===== config.mk =====
export PLATFORM = sky130hd
export DESIGN_NAME = hamming_encode_engine
export DESIGN_NICKNAME = d
export VERILOG_FILES = /design/src/rtl/hamming_encode_engine.sv
export SDC_FILE = /design/constraint.sdc
export NUM_CORES = 1
export LEC_CHECK = 0
export ABC_AREA = 1
export ABC_CLOCK_PERIOD_IN_PS = 1200
export BUFFER_PORTS_ARGS = -buffer_cell sky130_fd_sc_hd__buf_4
export CORE_ASPECT_RATIO = 1.5
export CORE_MARGIN = 2
export CORE_UTILIZATION = 48
export CTS_BUF_LIST = sky130_fd_sc_hd__clkbuf_16
export DETAILED_ROUTE_END_ITERATION = 10
export PLACE_DENSITY_LB_ADDON = 0.15
export SYNTH_ARGS = -nofsm -noshare
export SYNTH_HDL_FRONTEND = slang
export SYNTH_SLANG_ARGS = --single-unit

===== constraint.sdc =====
create_clock -name clk -period 1.2 [get_ports clk]
set_clock_uncertainty 0.05 [all_clocks]
set_input_delay 0.06 -clock clk [delete_from_list [all_inputs] [get_ports clk]]
set_output_delay 0.06 -clock clk [all_outputs]
set_load 0.02 [all_outputs]

===== src/rtl/hamming_encode_engine.sv =====
//------------------------------------------------------------------------------
// hamming_encode_engine
//   Reads 11-bit messages from byte memory and writes back SECDED codewords.
//   Revision: 1.0
//------------------------------------------------------------------------------
`default_nettype none

module hamming_encode_engine #(
  parameter int NUM_MSG  = 15,
  parameter int SRC_BASE = 0,
  parameter int DST_BASE = 30,
  parameter int AW       = 8
) (
  input  logic          clk,
  input  logic          reset,
  input  logic          start,
  input  logic [7:0]    mem_rd_data,
  output logic [AW-1:0] mem_addr,
  output logic          mem_wr_en,
  output logic [7:0]    mem_wr_data,
  output logic          busy,
  output logic          done
);

  localparam int c_idx_w = $clog2(NUM_MSG + 1);
  localparam logic [c_idx_w-1:0] c_last = c_idx_w'(NUM_MSG - 1);

  typedef enum logic [2:0] {
    S_IDLE = 3'd0,
    S_RLO  = 3'd1,
    S_RHI  = 3'd2,
    S_CAP  = 3'd3,
    S_WLO  = 3'd4,
    S_WHI  = 3'd5,
    S_DONE = 3'd6
  } state_t;

  state_t               r_state;
  state_t               w_state_nxt;
  logic [c_idx_w-1:0]   r_idx;
  logic [11:1]          r_msg;

  logic [AW-1:0]        w_off;
  logic [AW-1:0]        w_src_lo;
  logic [AW-1:0]        w_dst_lo;
  logic                 w_p8, w_p4, w_p2, w_p1, w_p0;
  logic [15:0]          w_cw;
  logic                 w_unused;

  // High-byte bits [7:3] carry no message data.
  assign w_unused = ^mem_rd_data[7:3];

  assign w_off    = AW'({r_idx, 1'b0});
  assign w_src_lo = AW'(SRC_BASE) + w_off;
  assign w_dst_lo = AW'(DST_BASE) + w_off;

  assign w_p8 = ^r_msg[11:5];
  assign w_p4 = (^r_msg[11:8]) ^ (^r_msg[4:2]);
  assign w_p2 = r_msg[11] ^ r_msg[10] ^ r_msg[7] ^ r_msg[6] ^ r_msg[4] ^ r_msg[3] ^ r_msg[1];
  assign w_p1 = r_msg[11] ^ r_msg[9] ^ r_msg[7] ^ r_msg[5] ^ r_msg[4] ^ r_msg[2] ^ r_msg[1];
  assign w_p0 = (^r_msg[11:1]) ^ w_p8 ^ w_p4 ^ w_p2 ^ w_p1;
  assign w_cw = {r_msg[11:5], w_p8, r_msg[4:2], w_p4, r_msg[1], w_p2, w_p1, w_p0};

  always_ff @(posedge clk or negedge reset) begin
    if (!reset) begin
      r_state <= S_IDLE;
      r_idx   <= '0;
      r_msg   <= '0;
    end else begin
      r_state <= w_state_nxt;
      case (r_state)
        S_IDLE, S_DONE: if (start) r_idx <= '0;
        S_RHI:          r_msg[8:1]  <= mem_rd_data;
        S_CAP:          r_msg[11:9] <= mem_rd_data[2:0];
        S_WHI:          if (r_idx != c_last) r_idx <= r_idx + c_idx_w'(1);
        default: ;
      endcase
    end
  end

  // Outputs are decoded from registered state only, so they are stable at the edge.
  always_comb begin
    w_state_nxt = r_state;
    mem_addr    = '0;
    mem_wr_en   = 1'b0;
    mem_wr_data = 8'h00;
    busy        = 1'b1;
    done        = 1'b0;
    case (r_state)
      S_IDLE: begin
        busy = 1'b0;
        if (start) w_state_nxt = S_RLO;
      end
      S_RLO: begin
        mem_addr    = w_src_lo;
        w_state_nxt = S_RHI;
      end
      S_RHI: begin
        mem_addr    = w_src_lo + AW'(1);
        w_state_nxt = S_CAP;
      end
      S_CAP: w_state_nxt = S_WLO;
      S_WLO: begin
        mem_wr_en   = 1'b1;
        mem_addr    = w_dst_lo;
        mem_wr_data = w_cw[7:0];
        w_state_nxt = S_WHI;
      end
      S_WHI: begin
        mem_wr_en   = 1'b1;
        mem_addr    = w_dst_lo + AW'(1);
        mem_wr_data = w_cw[15:8];
        w_state_nxt = (r_idx == c_last) ? S_DONE : S_RLO;
      end
      S_DONE: begin
        busy = 1'b0;
        done = 1'b1;
        if (start) w_state_nxt = S_RLO;
      end
      default: begin
        busy        = 1'b0;
        w_state_nxt = S_IDLE;
      end
    endcase
  end

endmodule

`default_nettype wire


==> reports/metrics.csv, run 1 <==
metric,value,unit
Synth top area share,33.0,%
status,aborted with a tool error,
grt repair worst endpoint,mem_wr_data[0],
synth unique cells,32,
clk buf depth,2,
dominant cells by area after synthesis,"dfrtp_1 (33%), nand2_1 (17%), inv_1 (6.9%), nand3_1 (5.1%), xnor2_1 (4.5%)",
Worst EP Category,primary output,
Initial Util,50.5,%
Syn. warnings,0,
"Primary FF master, synth",dfrtp_1,
Synth Instances,198,
H-tree Lvls,1,
largest net degree at the start of global routing,19,
clk root buf,clkbuf_16,
syn avg cell area,6.90,um2
"Seq/Total Area, Yosys",33.0,%
Failed at,5_1_grt,
die width,47.6,um
Die Ht,69.3,um
Synth Register Bits,18,
"Async S/R FF share, synth",100,%
TritonCTS Buffers,3,
PortBufs,27,
routability cong.,0.848,
"area leader, netlist",dfrtp_1,
"EDFF count, synth",0,
FP Rows,23,
Error,"[ERROR DPL-0038] Utilization greater than 100%, impossible to legalize",
I/O pins,30,
CTS sink count,18,
cell count after placement,301,
Netlist Area Pre-Place,1370,um2
HPWL after DPL,3.35,mm
## kinds of logic after synthesis
group / after synthesis / synth area share, %
simple gates: 94 / 30.2
buf+inv: 38 / 11.7
compound gates: 30 / 13.1
flops: 18 / 33.0
xor+xnor: 14 / 8.97
fa+ha+maj: 3 / 2.75
other cells: 1 / 0.274
## per-stage QoR
stage | setup slack (ps) | area [um2] | hold slack [ps]
4_1_cts | -541 | 2620 | 9.21
3_5_place_dp | -394 | 2060 | -107
3_3_place_gp | -313 | 2060 | -112
2_1_floorplan | -148 | 1530 | -286
## synthesized netlist by cell type, types with 2 or more instances
cell type / n
inv_2: 4
buf_4: 4
inv_1: 25
xor2_1: 7
dfrtp_1: 18
nand2_1: 61
nand2_2: 3
ha_1: 3
o21ai_0: 12
o21ai_1: 2
nand3_1: 14
nor2_1: 8
o22ai_1: 8
clkbuf_2: 2
nand4_1: 2
xnor2_1: 7
a21oi_1: 3
## what timing repair did
action / 4_1_cts
pin swaps: 23
buffers inserted: 17
hold buffers: 7
hold endpoints to repair: 24
gates resized for setup: 90
gates cloned: 1
setup endpoints to repair: 35
==> run 2: changes to the inputs <==
--- a/config.mk
+++ b/config.mk
@@ -6,12 +6,10 @@
 export NUM_CORES = 1
 export LEC_CHECK = 0
 export ABC_AREA = 1
-export ABC_CLOCK_PERIOD_IN_PS = 1200
+export ABC_CLOCK_PERIOD_IN_PS = 1600
 export BUFFER_PORTS_ARGS = -buffer_cell sky130_fd_sc_hd__buf_4
-export CORE_ASPECT_RATIO = 1.5
 export CORE_MARGIN = 2
-export CORE_UTILIZATION = 48
-export CTS_BUF_LIST = sky130_fd_sc_hd__clkbuf_16
+export CORE_UTILIZATION = 35
 export DETAILED_ROUTE_END_ITERATION = 10
 export PLACE_DENSITY_LB_ADDON = 0.15
 export SYNTH_ARGS = -nofsm -noshare
==> constraint.sdc (replaced) <==
create_clock -name clk -period 1.6 [get_ports clk]
set_clock_uncertainty 0.05 [all_clocks]
set_input_delay 0.08 -clock clk [delete_from_list [all_inputs] [get_ports clk]]
set_output_delay 0.08 -clock clk [all_outputs]
set_load 0.02 [all_outputs]
==> run 2 against run 1 <==
Synthesized area is the same. Synthesized cell count unchanged. The flow now finishes, with violations (negative setup slack).
==> reports/metrics.csv, run 2 <==
metric,value,unit
"antenna viol nets, final",0,
H-tree Lvls,1,
syn avg cell area,6.90,um2
TritonCTS Buffers,3,
Fin Setup TNS,-566,ps
fin crit period,1760,ps
"Seq/Total Area, Yosys",33.0,%
RSZ-0062 raised after global routing,yes,
"Primary FF master, synth",dfrtp_1,
setup violators final,5,
"area leader, netlist",dfrtp_1,
crit path max fanout,5,
placed inst area,1670,um2
Worst EP required,1470,ps
max FFs per register,11,
antenna violations before repair,0,
synth unique cells,32,
Startpoint Class,flop,
fmax,569,MHz
"most common cell after layout, fill and taps aside",buf_4,
worst hold stages,3,
Core ar.,3720,um2
share of cells above drive strength 1,52.3,%
"Hold Vio Cnt, Final",0,
vias in the first global route,1264,
n_diodes,0,
worst path cell trace,"inv_2, nand3_2, nand2_2, inv_2, nand2_4, nand2_4, buf_4, o221ai_2, buf_4",
Levels on crit path,9,
HPWL after DPL,2.54,mm
PwrDens,2440,nW/um2
"Largest stage delay, worst path",480,ps
wire length per cell,12.7,um
FP Rows,22,
Max Slew Vio Count,0,
status,"complete, but fails checks",
Critical Path End Type,output pin,
GRT overflow,0,
Final Cycle Share,110,%
Vias,1490,
clk buf depth,2,
cell count after placement,277,
Synth top area share,33.0,%
Worst EP arrival,1630,ps
final std cells w/o fill,306,
Worst-path clk slew,70,ps
Layout area overhead,61.5,%
WP buf/inv,4,
DRC viols,0,
Skew-Pair Late Insertion Delay,250,ps
top-count cell post-synth,nand2_1,
die width,66.5,um
failing checks,negative setup slack,
clk root buf,clkbuf_8,
Pre-Repair DR Iteration Count,4,
dpl ws,43.8,ps
Top reg by flops,r_msg,
Netlist Area Pre-Place,1370,um2
R2R depth,7,
r2r setup slk,50,ps
"EDFF count, synth",0,
CP max stage cell,dfrtp_2,
Leakage Power,1.08,nW
Setup CP Type,flop to output pin,
most frequent cells in the layout,"buf_4 (46), nand2_1 (40), nand2_2 (18)",
via density per instance,4.87,
Synth Register Bits,18,
drt initial violations,63,
CTS sink count,18,
Synth Instances,198,
CTS tree,yes,
I/O pins,30,
"Async S/R FF share, synth",100,%
global-route wire length before repair,5.80,mm
post-route design area,2210,um2
maxcap violations,0,
Top Registers,"r_msg (11), r_idx (4), r_state (3)",
post-route setup slack,-159,ps
DIE AREA,4420,um2
Die Ht,66.5,um
final wirelength,3.89,mm
critical path's top delay family,flip-flops,
routability cong.,0.820,
"top cells by count, synth","nand2_1 (61), inv_1 (25), dfrtp_1 (18), nand3_1 (14), o21ai_0 (12)",
"Net count, final",274,
gr usage total,17.3,%
Syn. warnings,0,
largest net degree at the start of global routing,19,
dominant cells by area after synthesis,"dfrtp_1 (33%), nand2_1 (17%), inv_1 (6.9%), nand3_1 (5.1%), xnor2_1 (4.5%)",
HP Class,input port to flop,
PortBufs,27,
hold slack final,15.7,ps
Max IR drop VDD,0.000973,V
Initial Util,36.8,%
run 2: cell counts after synthesis:
No cell type changed its count.
run 2: metal layers:
metal | up-vias | share of wire [%] | track usage [%]
met5 | - | 0 | 0
met4 | 0 | 0.62 | 3.06
met3 | 4 | 3.5 | 3.55
met2 | 27 | 49 | 27.3
met1 | 714 | 47 | 24.6
li1 | 745 | - | -
run 2: final cells by class:
type / instances / area, um2
Clock buffer: 3 / 41.3
Fill cell: 341 / 1510
Inverter: 30 / 123
Multi-Input combinational cell: 143 / 985
Sequential cell: 18 / 459
Tap cell: 48 / 60.1
Timing Repair Buffer: 64 / 539
run 2: logic make-up (layout without fill, tap and decap cells):
logic type / Yosys count / after routing / share of synthesized area [%]
DFF: 18 / 18 / 33.0
buffers and inverters: 38 / 97 / 11.7
AOI/OAI and AO/OA: 30 / 30 / 13.1
other: 1 / 2 / 0.274
adders and majority gates: 3 / 3 / 2.75
xor gates and xnor gates: 14 / 14 / 8.97
and+or+nand+nor: 94 / 94 / 30.2
run 2: stage by stage:
stage          utilization, %  power [mW]
2_1_floorplan               -        2.86
3_3_place_gp             44.9        3.68
3_5_place_dp             44.9        3.68
4_1_cts                  50.5        4.33
5_1_grt                  59.4        5.88
6_report                 59.4        5.39
run 2: final timing paths:
path	start	end
min reg2reg	r_msg[10]	r_msg[10]
min	mem_rd_data[0]	r_msg[1]
max in group asynchronous	reset	r_msg[7]
max	r_msg[7]	mem_wr_data[2]
max reg2reg	r_state[0]	r_state[1]
min in group asynchronous	reset	r_msg[6]
run 2: what timing repair did:
action / 4_1_cts / 5_1_grt
gates resized for setup: 25 / 67
hold buffers: 7 / 0
endpoints found under the hold margin: 24 / 0
setup endpoints to repair: 13 / 16
buffers inserted: 6 / 14
pin swaps: 6 / 19
run 2: worst register-to-register path, cell delays in order (launching register included):
cell     delay [ps]
dfrtp_2         450
inv_2           140
nand2_2         100
nand2_1          90
nand2_2          70
or2_4           250
or2_1           230
nand3_1         100
run 2: power by group:
group | switching, mW | internal [mW] | total, mW | leakage [nW]
Sequential | 0.301 | 0.670 | 0.971 | 0.216
Clock | 0.151 | 0.167 | 0.318 | 0.0216
Combinational | 2.24 | 1.86 | 4.10 | 0.844
Total | 2.69 | 2.70 | 5.39 | 1.08
Note: power is estimated with default switching activity, not from simulation.
==> run 3: changes to the inputs <==
--- a/config.mk
+++ b/config.mk
@@ -5,12 +5,11 @@
 export SDC_FILE = /design/constraint.sdc
 export NUM_CORES = 1
 export LEC_CHECK = 0
-export ABC_AREA = 1
-export ABC_CLOCK_PERIOD_IN_PS = 1600
 export BUFFER_PORTS_ARGS = -buffer_cell sky130_fd_sc_hd__buf_4
-export CORE_MARGIN = 2
-export CORE_UTILIZATION = 35
+export CORE_AREA = 2 2 63 65
+export CTS_CLUSTER_SIZE = 12
 export DETAILED_ROUTE_END_ITERATION = 10
+export DIE_AREA = 0 0 65 67
 export PLACE_DENSITY_LB_ADDON = 0.15
 export SYNTH_ARGS = -nofsm -noshare
 export SYNTH_HDL_FRONTEND = slang
==> run 3 against run 2 <==
Non-clock buffer count rose by 1. Sequential power fell by 50%. Die area fell by 1.5%. Design area fell by 10%. Maximum frequency fell by 19%. Sequential share of layout area rose by 2.0 points. Clock-buffer cell count rose by 1. Combinational power fell by 87%. First-iteration DRC count fell by 54%. Synthesized cell count fell by 32%. The flow still finishes with violations (negative setup slack). Register-to-register slack improved by 40 ps. Largest cell class unchanged. Routed wire length fell by 19%.
==> reports/metrics.csv, run 3 <==
metric,value,unit
fin util,55.1,%
Design Power,1.38,mW
"area leader, netlist",dfrtp_1,
CTS tree,yes,
Top Registers,"r_msg (11), r_idx (4), r_state (3)",
Top reg by flops,r_msg,
Core ar.,3610,um2
cell count after placement,225,
post-route design area,1990,um2
Syn. warnings,0,
via density per instance,4.71,
"top cells by count, synth","dfrtp_1 (18), nand2_1 (13), nor2_1 (13), mux2_2 (11), xor2_1 (10)",
dominant cells by area after synthesis,"dfrtp_1 (36%), mux2_2 (9.8%), xor2_1 (7.0%), xnor2_1 (6.3%), nand2_1 (3.9%)",
Netlist Area Pre-Place,1260,um2
"antenna viol nets, final",0,
Critical Path End Type,output pin,
Synth Register Bits,18,
TritonCTS Buffers,3,
HP Class,input port to flop,
post-route setup slack,-569,ps
Initial Util,34.9,%
"EDFF count, synth",0,
crit path max fanout,2,
Max Slew Vio Count,0,
die width,65,um
H-tree Lvls,1,
Worst EP required,1470,ps
final wirelength,3.15,mm
max FFs per register,11,
"Net count, final",209,
I/O pins,30,
Worst EP arrival,2040,ps
Worst-path clk slew,70,ps
syn avg cell area,9.32,um2
"most common cell after layout, fill and taps aside",buf_4,
clk buf depth,2,
Final Cycle Share,136,%
vias in the first global route,1165,
Layout area overhead,57.9,%
Skew-Pair Late Insertion Delay,250,ps
"Hold Vio Cnt, Final",0,
Setup CP Type,flop to output pin,
Vias,1141,
PortBufs,27,
Max IR drop VDD,0.000288,V
Pre-Repair DR Iteration Count,4,
final std cells w/o fill,242,
failing checks,negative setup slack,
Synth top area share,35.8,%
"Async S/R FF share, synth",100,%
routability cong.,0.747,
antenna violations before repair,0,
DIE AREA,4360,um2
"Primary FF master, synth",dfrtp_1,
most frequent cells in the layout,"buf_4 (56), dfrtp_1 (16), nand2_1 (13)",
synth unique cells,32,
clk root buf,clkbuf_8,
drt initial violations,29,
fmax,461,MHz
Fillers,335,
RSZ-0062 raised after global routing,yes,
Leakage Power,0.909,nW
DRC viols,0,
fin crit period,2170,ps
FP Rows,22,
Die Ht,67,um
top-count cell post-synth,dfrtp_1,
PwrDens,695,nW/um2
setup violators final,5,
Startpoint Class,flop,
CTS sink count,18,
Synth Instances,135,
status,"complete, but fails checks",
wire length per cell,13.0,um
HPWL after DPL,2.26,mm
share of cells above drive strength 1,53.1,%
GRT overflow,0,
largest net degree at the start of global routing,19,
placed inst area,1690,um2
gr usage total,15.6,%
maxcap violations,0,
global-route wire length before repair,5.19,mm
n_diodes,0,
"Seq/Total Area, Yosys",35.8,%
-- run 3: cell count changes after synthesis, sizes merged, moves of 4 or more --
cell	previous run	this run
clkbuf	3	9
inv	29	4
o22ai	8	1
mux2	0	11
nand2	64	13
mux2i	0	4
nand3	15	1
o21ai	14	8
-- run 3: timing repair --
item,4_1_cts,5_1_grt
endpoints found under the hold margin,18,0
hold buffers,1,0
setup endpoints to repair,8,11
resized for setup,19,15
gates cloned,0,0
pin swaps,11,11
setup buffers,8,4
-- run 3: worst paths after layout --
kind / startpoint / end / slack [ps] / depth (start not counted)
min reg2reg: r_idx[1] / r_idx[1] / 530 / 2
max: r_msg[11] / mem_wr_data[0] / -570 / 6
max reg2reg: r_idx[0] / r_idx[0] / 90 / 7
min: mem_rd_data[6] / r_msg[7] / 2 / 2
min in group asynchronous: reset / r_state[1] / 170 / 2
max in group asynchronous: reset / r_idx[2] / 1110 / 2
-- run 3: through the flow --
step           setup slack [ps]  setup TNS [ps]  hold WS [ps]
6_report                   -569           -1930          2.25
5_1_grt                    -667           -2620          4.48
4_1_cts                    -630           -2120         0.268
3_5_place_dp               -325           -1190         -81.6
3_3_place_gp               -303           -1050         -84.8
2_1_floorplan              -240            -591          -266
-- run 3: cell type report --
| class | count | area (um2) | share of cell area [%] |
|---|---|---|---|
| well taps | 48 | 60.1 | 3.02 |
| clock buffers | 4 | 55.1 | 2.77 |
| multi-input cells | 103 | 883 | 44.5 |
| flip-flops and latches | 18 | 453 | 22.8 |
| repair buffers | 65 | 520 | 26.2 |
| inverters | 4 | 15.0 | 0.756 |
-- run 3: metal layers --
metal	track usage, %	vias to the layer above	wire, um
li1	-	566	-
met1	19.9	545	1440
met2	26.5	26	1580
met3	2.03	4	91
met4	6.38	0	41
met5	0	-	0
-- run 3: critical path: stages (launching register included) --
cell and delay [ps]:
dfrtp_1 410, xor2_1 150, xnor3_2 470, xnor2_2 150
or3_4 340, a21oi_4 130, buf_6 130
-- run 3: power by group --
part / switching (mW) / internal (mW) / total (mW)
sequential: 0.0134 / 0.469 / 0.482
combinational: 0.221 / 0.296 / 0.517
clock: 0.163 / 0.219 / 0.381
-- run 3: cell families after synthesis --
group                      share of synthesized area [%]
AOI/OAI and AO/OA                                   8.65
xor gates and xnor gates                            18.7
adders and majority gates                           2.98
buffers and inverters                               5.07
DFF                                                 35.8
muxes                                               13.0
other                                              0.298
and+or+nand+nor                                     15.5
==> run 4: changes to the inputs <==
--- a/config.mk
+++ b/config.mk
@@ -11,6 +11,7 @@
 export DETAILED_ROUTE_END_ITERATION = 10
 export DIE_AREA = 0 0 65 67
 export PLACE_DENSITY_LB_ADDON = 0.15
+export SKIP_LAST_GASP = 1
 export SYNTH_ARGS = -nofsm -noshare
 export SYNTH_HDL_FRONTEND = slang
 export SYNTH_SLANG_ARGS = --single-unit
==> run 4 against run 3 <==
The run still ends with negative setup slack left. Clock-buffer cell count is the same. Hold slack is essentially flat. Critical path depth is the same. Via count shrank 0.88%. First-iteration DRC count shrank 52%. Worst setup slack lost 6.3 ps. Critical path type unchanged. Critical endpoint unchanged.
==> reports/metrics.csv, run 4 (synthesized netlist as in run 3, its figures left out) <==
metric,value,unit
CTS sink count,18,
H-tree Lvls,1,
setup violators final,5,
Final Cycle Share,136,%
global-route wire length before repair,5.15,mm
dpl ws,-325,ps
DIE AREA,4360,um2
Startpoint Class,flop,
Die Ht,67,um
"most common cell after layout, fill and taps aside",buf_4,
share of cells above drive strength 1,51.0,%
HPWL after DPL,2.26,mm
cell count after placement,225,
Worst EP arrival,2040,ps
clk root buf,clkbuf_8,
vias in the first global route,1161,
Worst-path clk slew,70,ps
RSZ-0062 raised after global routing,yes,
gr usage total,15.5,%
antenna violations before repair,0,
Top reg by flops,r_msg,
Max IR drop VDD,0.000287,V
PortBufs,27,
n_diodes,0,
Critical Path End Type,output pin,
max FFs per register,11,
worst path cell trace,"xor2_1, xnor3_2, xnor2_2, or3_4, a21oi_4, buf_6",
wire length per cell,12.5,um
largest net degree at the start of global routing,19,
"antenna viol nets, final",0,
I/O pins,30,
"Hold Vio Cnt, Final",0,
CTS tree,yes,
footprint of the multi-input gates,856,um2
PwrDens,708,nW/um2
post-route setup slack,-575,ps
Top Registers,"r_msg (11), r_idx (4), r_state (3)",
routability cong.,0.747,
CP max stage cell,xnor3_2,
critical path's top delay family,XOR/XNOR gates,
Vias,1131,
Core ar.,3610,um2
via density per instance,4.67,
Fillers,341,
GRT overflow,0,
final std cells w/o fill,242,
Initial Util,34.9,%
FP Rows,22,
failing checks,negative setup slack,
drt initial violations,14,
clk buf depth,2,
Register Area,453,um2
HP Class,input port to flop,
fmax,460,MHz
Layout area overhead,54.8,%
die width,65,um
Setup CP Type,flop to output pin,
placed inst area,1690,um2
TritonCTS Buffers,3,
Max Slew Vio Count,0,
WP buf/inv,1,
"Net count, final",209,
maxcap violations,0,
hold slack final,2.43,ps
final wirelength,3.02,mm
Leakage Power,0.903,nW
DRC viols,0,
status,"complete, but fails checks",
Worst EP required,1470,ps
"Largest stage delay, worst path",480,ps
Pre-Repair DR Iteration Count,4,
fin crit period,2170,ps
crit path max fanout,2,
most frequent cells in the layout,"buf_4 (59), dfrtp_1 (16), nor2_1 (13), nand2_1 (13), mux2_2 (11)",
Skew-Pair Late Insertion Delay,250,ps
post-route design area,1950,um2
run 4: worst paths after layout:
path	cells after the start	from	to	slack, ps
min in group asynchronous	2	reset	r_state[1]	180
worst max-delay path	6	r_msg[11]	mem_wr_data[0]	-570
worst min register to register	2	r_idx[1]	r_idx[1]	520
worst max register to register	7	r_idx[0]	r_idx[0]	100
worst min-delay path	2	mem_rd_data[6]	r_msg[7]	2
max in group asynchronous	2	reset	r_idx[2]	1110
run 4: what timing repair did:
| item | in CTS | in global routing |
|---|---|---|
| gates resized for setup | 18 | 7 |
| hold buffers | 1 | 0 |
| endpoints found under the setup margin | 8 | 11 |
| setup buffers | 8 | 4 |
| pin swaps | 11 | 10 |
| hold endpoints to repair | 18 | 0 |
run 4: cell type report:
type,instances,share of cell area [%]
Tap cell,48,3.08
Inverter,4,0.771
Timing Repair Buffer,65,26.1
Multi-Input combinational cell,103,43.9
Clock buffer,4,2.83
Sequential cell,18,23.2
run 4: worst register-to-register path, delay by kind of cell (launching register included):
family                   cells  cell delay, ps
AO/OA/AOI/OAI                1             170
flip-flops                   1             400
AND/OR/NAND/NOR              2             270
buffers and inverters        3             330
adder cells (fa/ha/maj)      1             170
run 4: routing by layer:
metal | wire length, um | GRT usage (%) | vias up
met5 | 0 | 0 | -
met3 | 72 | 2.03 | 4
met1 | 1390 | 19.9 | 545
li1 | - | - | 567
met4 | 41 | 6.38 | 0
met2 | 1520 | 26.3 | 15
run 4: per-stage QoR:
step           TNS, ps  power, mW  util (%)
3_5_place_dp     -1190      0.941      47.0
5_1_grt          -2820       1.45      54.0
6_report         -1920       1.38      54.0
2_1_floorplan     -591      0.773         -
3_3_place_gp     -1050      0.935      47.0
4_1_cts          -2130       1.39      52.8
run 4: report_power, final:
part           switching [mW]  leakage (nW)  internal (mW)  total [mW]
combinational           0.221         0.667          0.294       0.515
clock                   0.163        0.0288          0.219       0.381
sequential             0.0134         0.208          0.469       0.482
